$ cat src/rtl/cronometro_voltas_ctrl.sv
// Stopwatch controller: button FSM, BCD tempo counter, tick prescaler and lap FIFO.
// Optional lap FIFO is built only when CRONO_VOLTA_EN is defined.
module cronometro_voltas_ctrl #(
  parameter int DIGITS         = 4,
  parameter int TICK_DIV       = 5000000,
  parameter int LAP_DEPTH      = 4,
  parameter int BTN_ACTIVE_LOW = 1
) (
  input  logic                               clk,
  input  logic                               reset,
  input  logic                               conta,
  input  logic                               pausa,
  input  logic                               para,
  input  logic                               volta,
  input  logic                               ler_volta,
  output logic [1:0]                         estado,
  output logic                               contando,
  output logic                               enable,
  output logic [4*DIGITS-1:0]                tempo,
  output logic                               limite,
  output logic [4*DIGITS-1:0]                volta_dado,
  output logic                               volta_valida,
  output logic                               volta_cheia,
  output logic [$clog2(LAP_DEPTH+1)-1:0]     voltas_qtd
);

  localparam int W  = 4 * DIGITS;
  localparam int QW = $clog2(LAP_DEPTH + 1);
  localparam int PW = $clog2(TICK_DIV);
  localparam logic       REL       = (BTN_ACTIVE_LOW != 0) ? 1'b1 : 1'b0;
  localparam logic [3:0] REL_V     = {4{REL}};
  localparam logic [W-1:0] TEMPO_MAX = {DIGITS{4'h9}};

  typedef enum logic [1:0] {
    INICIO = 2'd0,
    CONTAR = 2'd1,
    PAUSAR = 2'd2,
    PARAR  = 2'd3
  } state_t;

  state_t        state, state_next;
  logic [3:0]    btn_hist, btn_cur, btn_ev;
  logic          para_ev, pausa_ev, conta_ev, volta_ev;
  logic [PW-1:0] presc;
  logic          tick, at_limit;
  logic          presc_clr, tempo_clr, fifo_clr, push_ok;
  logic          contando_d, enable_d;

  // Bit order {volta, conta, pausa, para}; event = held pressed last cycle, released now.
  assign btn_cur  = {volta, conta, pausa, para};
  assign btn_ev   = (btn_hist ^ REL_V) & ~(btn_cur ^ REL_V);
  assign para_ev  = btn_ev[0];
  assign pausa_ev = btn_ev[1];
  assign conta_ev = btn_ev[2];
  assign volta_ev = btn_ev[3];

  assign tick     = (state == CONTAR) && (presc == PW'(TICK_DIV - 1));
  assign at_limit = tick && (tempo == TEMPO_MAX);

  function automatic logic [W-1:0] bcd_inc(input logic [W-1:0] v);
    logic [W-1:0] r;
    logic         c;
    r = v;
    c = 1'b1;
    for (int unsigned i = 0; i < DIGITS; i++) begin
      if (c) begin
        if (r[4*i +: 4] == 4'd9) begin
          r[4*i +: 4] = 4'd0;
        end else begin
          r[4*i +: 4] = r[4*i +: 4] + 4'd1;
          c = 1'b0;
        end
      end
    end
    return r;
  endfunction

  always_ff @(posedge clk or posedge reset) begin
    if (reset) begin
      state    <= INICIO;
      contando <= 1'b0;
      enable   <= 1'b1;
    end else begin
      state    <= state_next;
      contando <= contando_d;
      enable   <= enable_d;
    end
  end

  always_comb begin
    state_next = state;
    presc_clr  = 1'b0;
    tempo_clr  = 1'b0;
    fifo_clr   = 1'b0;
    push_ok    = 1'b0;
    unique case (state)
      INICIO: begin
        if (conta_ev) begin
          state_next = CONTAR;
          presc_clr  = 1'b1;
        end
      end
      CONTAR: begin
        if (para_ev) begin
          state_next = PARAR;
        end else if (pausa_ev) begin
          state_next = PAUSAR;
        end else begin
          if (at_limit) state_next = PARAR;
          push_ok = volta_ev;
        end
      end
      PAUSAR: begin
        if (para_ev)       state_next = PARAR;
        else if (conta_ev) state_next = CONTAR;
      end
      PARAR: begin
        if (para_ev) begin
          state_next = INICIO;
          tempo_clr  = 1'b1;
          fifo_clr   = 1'b1;
        end else if (conta_ev) begin
          state_next = CONTAR;
          tempo_clr  = 1'b1;
          presc_clr  = 1'b1;
          fifo_clr   = 1'b1;
        end
      end
      default: state_next = INICIO;
    endcase
  end

  always_comb begin
    contando_d = (state_next == CONTAR) || (state_next == PAUSAR);
    enable_d   = (state_next != PAUSAR);
  end

  assign estado = state;

  always_ff @(posedge clk or posedge reset) begin
    if (reset) begin
      btn_hist <= REL_V;
      presc    <= '0;
      tempo    <= '0;
      limite   <= 1'b0;
    end else begin
      btn_hist <= btn_cur;
      limite   <= at_limit;
      if (presc_clr)            presc <= '0;
      else if (state == CONTAR) presc <= tick ? '0 : presc + 1'b1;
      if (tempo_clr)                tempo <= '0;
      else if (tick && !at_limit)   tempo <= bcd_inc(tempo);
    end
  end

`ifdef CRONO_VOLTA_EN
  localparam int AW = (LAP_DEPTH > 1) ? $clog2(LAP_DEPTH) : 1;

  logic [W-1:0]  mem [LAP_DEPTH];
  logic [AW-1:0] rd_ptr, wr_ptr;
  logic [QW-1:0] qtd;
  logic          fifo_pop, fifo_push;

  function automatic logic [AW-1:0] ptr_inc(input logic [AW-1:0] p);
    return (p == AW'(LAP_DEPTH - 1)) ? '0 : p + 1'b1;
  endfunction

  // A pop in the same cycle frees the slot, so a full FIFO still accepts the push.
  assign fifo_pop  = ler_volta && (qtd != '0);
  assign fifo_push = push_ok && ((qtd != QW'(LAP_DEPTH)) || fifo_pop);

  always_ff @(posedge clk or posedge reset) begin
    if (reset) begin
      rd_ptr <= '0;
      wr_ptr <= '0;
      qtd    <= '0;
    end else if (fifo_clr) begin
      rd_ptr <= '0;
      wr_ptr <= '0;
      qtd    <= '0;
    end else begin
      if (fifo_push) wr_ptr <= ptr_inc(wr_ptr);
      if (fifo_pop)  rd_ptr <= ptr_inc(rd_ptr);
      qtd <= qtd + QW'(fifo_push) - QW'(fifo_pop);
    end
  end

  always_ff @(posedge clk) begin
    if (fifo_push && !fifo_clr) mem[wr_ptr] <= tempo;
  end

  assign volta_dado   = (qtd != '0) ? mem[rd_ptr] : '0;
  assign volta_valida = (qtd != '0);
  assign volta_cheia  = (qtd == QW'(LAP_DEPTH));
  assign voltas_qtd   = qtd;
`else
  logic unused_volta;
  assign unused_volta = &{1'b0, push_ok, fifo_clr, ler_volta};

  assign volta_dado   = '0;
  assign volta_valida = 1'b0;
  assign volta_cheia  = 1'b0;
  assign voltas_qtd   = '0;
`endif

endmodule

$ cat config.mk
export PLATFORM = sky130hd
export DESIGN_NAME = cronometro_voltas_ctrl
export DESIGN_NICKNAME = d
export VERILOG_FILES = /design/src/rtl/cronometro_voltas_ctrl.sv
export SDC_FILE = /design/constraint.sdc
export NUM_CORES = 1
export LEC_CHECK = 0
export CAP_MARGIN = 0
export CORE_MARGIN = 2
export CORE_UTILIZATION = 25
export CTS_BUF_LIST = sky130_fd_sc_hd__clkbuf_8
export CTS_CLUSTER_SIZE = 40
export DETAILED_ROUTE_END_ITERATION = 8
export PLACE_DENSITY = 0.47
export SLEW_MARGIN = 20
export SYNTH_ARGS = -nofsm -noshare
export SYNTH_HDL_FRONTEND = slang
export SYNTH_SLANG_ARGS = --single-unit
$ cat constraint.sdc
create_clock -name clk -period 2.95 [get_ports clk]
set_clock_uncertainty 0.05 [all_clocks]
set_input_delay 0.7375 -clock clk [delete_from_list [all_inputs] [get_ports clk]]
set_output_delay 0.7375 -clock clk [all_outputs]
set_load 0.01 [all_outputs]
Word-level counts from Yosys, hierarchy flattened. Index checks and enable logic that the tools add are counted.

Register bits: 47. Latch bits: 0. Memory bits (writable): 0. ROM bits: 0. Output and inout bits: 42. Logic and storage cells: 80. Memories kept: 0.

Add/subtract/negate cells: 5. $mul: 0. Div/mod/pow operators: 0. $lt $le $gt $ge: 0. Equal/unequal tests: 12. Shifts and indexed selects: 0. Multiplexer cells: 35. Bitwise logic cells: 4. Reductions and logical operators: 14.

Operators with widths (count): $mux 23 (3); $mux 16 (2); $mux 4 (7); $add 23x1->23 const B (1); $eq 23x23->1 const B (1); $add 4x1->4 const B (4); $eq 16x16->1 const B (1); $eq 4x4->1 const B (4); $mux 1 (15); $mux 2 (6); $reduce_bool 2->1 (5); $not 3->3 (3); $pmux 2 s4 (1); $eq 2x2->1 const B (3); $reduce_and 2->1 (3); $eq 2x1->1 const B (2); $and 3x3->3 (1); $logic_and 1x1->1 (3); $logic_not 2->1 (1); $ne 2x2->1 const B (1); $pmux 1 s2 (1); $logic_not 1->1 (1); $logic_or 1x1->1 (1).

Longest topological paths before layout.
Word-level depth: 16. Gate-level depth with buffers: 10. Mapped depth without buffers: 9.

Least setup slack after synthesis. OpenSTA, ideal clock, no wires.

Kind: flip-flop to flip-flop. Start point: register state[1] (netlist: estado[1]). End point: register contando. Setup time: 0.063 ns. Arrival: 2.184 ns. Slack: 0.653 ns. Stages on the path, launching flop included: 11. Path buffers: 1. Period minus slack after synthesis: 2.297 ns. Cell sequence: dfrtp_1 > inv_1 > ha_1 > nand4_1 > and4bb_2 > nand2_1 > clkbuf_1 > o21ai_0 > o211a_1 > ha_1 > inv_1.

Word-level cells in the longest chain between the ends: 9. Elaborated cells between the ends (all ways): 16. Those cells by class: eq/ne (5); mux (7); reduce/logical (4).

Ends and longest elaborated chain: start, declared (line 41) `state_t state, state_next;`; start signal, assigned (line 84) `state <= state_next;`; $eq 2x1->1; $logic_and 1x1->1 (line 57) `assign tick = (state == CONTAR) && (presc == PW'(TICK_DIV - 1));`; $logic_and 1x1->1 (line 58) `assign at_limit = tick && (tempo == TEMPO_MAX);`; $mux 2 (line 109) `if (at_limit) state_next = PARAR;`; $mux 2 (line 106) `end else if (pausa_ev) begin`; $mux 2 (line 104) `if (para_ev) begin`; $pmux 2 s4 (*) (line 96) `unique case (state)`; $eq 2x1->1 or $eq 2x2->1 (tied branches) (line 134) `contando_d = (state_next == CONTAR) || (state_next == PAUSAR);`; $logic_or 1x1->1 (*) (line 134); named net contando_d (line 47) `logic contando_d, enable_d;`; end signal, assigned (line 85) `contando <= contando_d;`; end, declared (line 17) `output logic contando,`.

The timed path passes the listed nets; every way through them passes the cells marked *. A chain may end at the register's enable or synchronous reset.

Worst setup path in the final report.
Start point: register state[1] (netlist: estado[1]). End point: register tempo[15].

Word-level cells in the longest chain between the ends: 7. Elaborated cells between the ends (all ways): 11. Those cells by class: eq/ne (2); mux (2); reduce/logical (7).

Ends and longest elaborated chain: $eq 2x1->1; $logic_and 1x1->1 (line 57); $logic_and 1x1->1 (line 58); $logic_not 1->1 (line 152) `else if (tick && !at_limit) tempo <= bcd_inc(tempo);`; $logic_and 1x1->1 (line 152); $reduce_bool 2->1 (no line); $reduce_and 2->1 (no line); end signal, assigned (line 152); end, declared (line 19) `output logic [4*DIGITS-1:0] tempo,`.

Parallel ways exist; a longest one is shown, timed or not.

==> insert_results.sql <==
INSERT INTO impl_metrics (metric_group, metric, value, unit) VALUES
('pwr', 'power', '0.00248', 'W'),
('yosys', 'netlist_top_cells_area', 'dfrtp_1 (38%), buf_4 (5.6%), a21oi_1 (4.1%)', ''),
('place', 'post_place_setup_slack', '222', 'ps'),
('clock_network', 'cts.root.buffer_cell', 'clkbuf_8', ''),
('yosys', 'synthFlopType', 'dfrtp_1', ''),
('floorplanning', 'design.die.area', '12100', 'um2'),
('min_path', 'hp-class', 'flop to flop', ''),
('place', 'dpl-instance-area', '3180', 'um2'),
('min_path', 'hold_path_depth', '2', ''),
('floorplanning', 'fp.coreArea', '10900', 'um2'),
('floorplanning', 'initial_core_util', '0.258', ''),
('clock_network', 'cts_hold_repair.buffers', '0', ''),
('timing', 'fmaxAchievable', '0.373', 'GHz'),
('clock_network', 'ctsResizeCount', '0', ''),
('timing', 'transition_time_at_the_pin_with_the_least_slew_margin', '711', 'ps'),
('place', 'place_hpwl', '4460', 'um'),
('routing', 'detailed_router_s_first_iteration_violation_count', '118', ''),
('timing', 'min_period_over_period', '0.910', ''),
('critical_path', 'maximum_fanout_along_the_worst_path', '11', ''),
('place', 'place.detailed.instances', '471', ''),
('pwr', 'power_leakage', '1.34', 'nW'),
('pwr', 'power.density_cell_area', '757', 'nW/um2'),
('final_layout', 'n_antenna_cell', '0', ''),
('yosys', 'post_synth_inst_count', '309', ''),
('min_path', 'worst_hold_launch', 'presc[14]', ''),
('yosys', 'ys_seq_area_frac', '0.421', ''),
('final_layout', 'fin_cells', '479', ''),
('clock_network', 'tritoncts', 'done', ''),
('yosys', 'synth.largest_area_cell', 'dfrtp_1', ''),
('clock_network', 'post_cts_buffers', '0', ''),
('final_layout', 'seqCellArea', '1180', 'um2'),
('yosys', 'syn-cell-area', '2810', 'um2'),
('floorplanning', 'ioPinCount', '49', ''),
('final_layout', 'layout-drive-gt1-share', '0.0885', ''),
('clock_network', 'cts_buffers', '5', ''),
('routing', 'detail_route.first_pass.iterations', '4', ''),
('routing', 'route.detailed.wl_per_inst', '13.2', 'um'),
('critical_path', 'critical_path.most_common_cell', 'nand4_1', ''),
('pwr', 'ir_drop', '0.380', 'mV'),
('min_path', 'timing.hold.worst_endpoint', 'presc[14]', ''),
('final_layout', 'area_growth', '16.7', '%'),
('floorplanning', 'floorplan.die.width', '110', 'um'),
('yosys', 'async_reset_ff_frac', '1.00', ''),
('place', 'globalplace.congestion', '0.756', ''),
('routing', 'drc_errors', '0', ''),
('grt', 'globalRouteTotalUtil', '0.113', ''),
('clock_network', 'clk_pin_slew_worst_paths', '90', 'ps'),
('grt', 'antenna_found_initial', '0', ''),
('timing', 'final.setup.tns', '0', 'ps'),
('clock_network', 'insertion_delay', '300', 'ps'),
('yosys', 'synth_seq_cells', '47', ''),
('grt', 'grt_first_pass_wirelength', '10800', 'um'),
('final_layout', 'filler_cell_count', '1165', ''),
('critical_path', 'reg2reg_depth', '7', ''),
('yosys', 'number_of_distinct_library_cell_variants_in_the_gate_level_netlist_after_synthesis', '50', ''),
('critical_path', 'worst_path_largest_cell_delay', '610', 'ps'),
('run_status', 'run_status', 'completed', ''),
('yosys', 'synth_top_cell_area_share', '0.383', ''),
('critical_path', 'critical_path_top_delay_cell', 'or4_1', ''),
('timing', 'finalSetupViolations', '0', ''),
('clock_network', 'max_h_tree_level', '2', ''),
('critical_path', 'rrSetupSlack', '270', 'ps'),
('yosys', 'synthMostInstantiatedCell', 'dfrtp_1', ''),
('yosys', 'yosysWarnings', '0', ''),
('critical_path', 'reg2reg_to', 'tempo[15]', ''),
('grt', 'grt_remaining_overflow', '0', ''),
('yosys', 'synth_enable_flop_cells', '0', ''),
('floorplanning', 'num_rows', '38', ''),
('job', 'timing.max_cap.violations', '0', ''),
('place', 'io_buffer_count', '25', ''),
('routing', 'detail_route.vias_per_cell', '4.78', '');
-- worst max path at each step --
stage                      to       from
floorplan            contando  estado[1]
global placement    presc[21]       para
detailed placement  presc[12]       para
CTS                 tempo[15]  estado[1]
global route        tempo[15]  estado[1]
finish              tempo[15]  estado[1]
-- critical path, delay by kind of cell (launching register included) --
kind                       cells  cell delay [ps]
AOI/OAI and AO/OA              1              150
adders and majority gates      1              200
DFF                            1              450
buffers and inverters          1              140
and+or+nand+nor                4             1620
-- placed cells by master, fill, tap and decap left out, drive strengths merged, types with 2 or more instances in the layout --
cell	Yosys	final
a211oi	3	3
a21oi	23	23
a31o	2	2
a31oi	4	4
and3	2	2
and4	2	2
and4bb	3	3
buf	22	6
clkbuf	7	7
clkdlybuf4s50	0	25
conb	1	21
dfrtp	43	43
dfstp	4	4
ha	7	7
inv	14	15
mux2i	4	4
nand2	25	25
nand2b	4	4
nand3	16	16
nand3b	4	4
nand4	13	13
nor2	21	21
nor2b	6	6
nor3	6	6
nor4	4	4
nor4bb	3	3
o211a	2	2
o21ai	14	14
o31ai	5	5
or2	2	2
or3	13	13
or4	9	9
or4b	2	2
xnor2	2	2
xor2	7	7
-- final cells by class --
class,instances,share of cell area
repair buffers,31,0.0940
clock buffers,7,0.0294
clock inverters,1,0.00115
inverters,14,0.0160
well taps,140,0.0535
multi-input cells,239,0.445
flip-flops and latches,47,0.361
-- power breakdown --
part	internal, W	leakage, nW	total, W	switching (W)
sequential	0.000811	0.590	0.00104	0.000226
combinational	0.000487	0.699	0.00101	0.000527
clock	0.000211	0.0557	0.000429	0.000218
-- kinds of logic (layout without fill, tap and decap cells) --
kind of cell / count (synthesis) / after routing / synth area share
AO/OA/AOI/OAI: 61 / 61 / 0.133
XOR/XNOR: 9 / 9 / 0.0281
adder cells (fa/ha/maj): 7 / 7 / 0.0312
buffers and inverters: 43 / 53 / 0.0860
flip-flops: 47 / 47 / 0.421
multiplexers: 4 / 4 / 0.0143
other: 1 / 21 / 0.00134
AND/OR/NAND/NOR: 137 / 137 / 0.285
-- layer usage --
metal / wire [um] / global-route usage
met2: 2770 / 0.167
met3: 222 / 0.0219
met1: 3270 / 0.167
met5: 0 / 0
met4: 63 / 0.0298
-- metrics by stage --
step           hold slack [ps]  utilization
3_5_place_dp               498        0.292
2_1_floorplan              460            -
6_report                   508        0.301
4_1_cts                    510        0.301
5_1_grt                    545        0.301
3_3_place_gp               490        0.292
-- state kept, by name (all words and copies together), names as in the netlist --
register / cells
contando: 1
limite: 1
enable: 1
estado: 2
tempo: 16
presc: 23
btn_hist: 3
No activity file was read; power rests on OpenSTA's default activity.
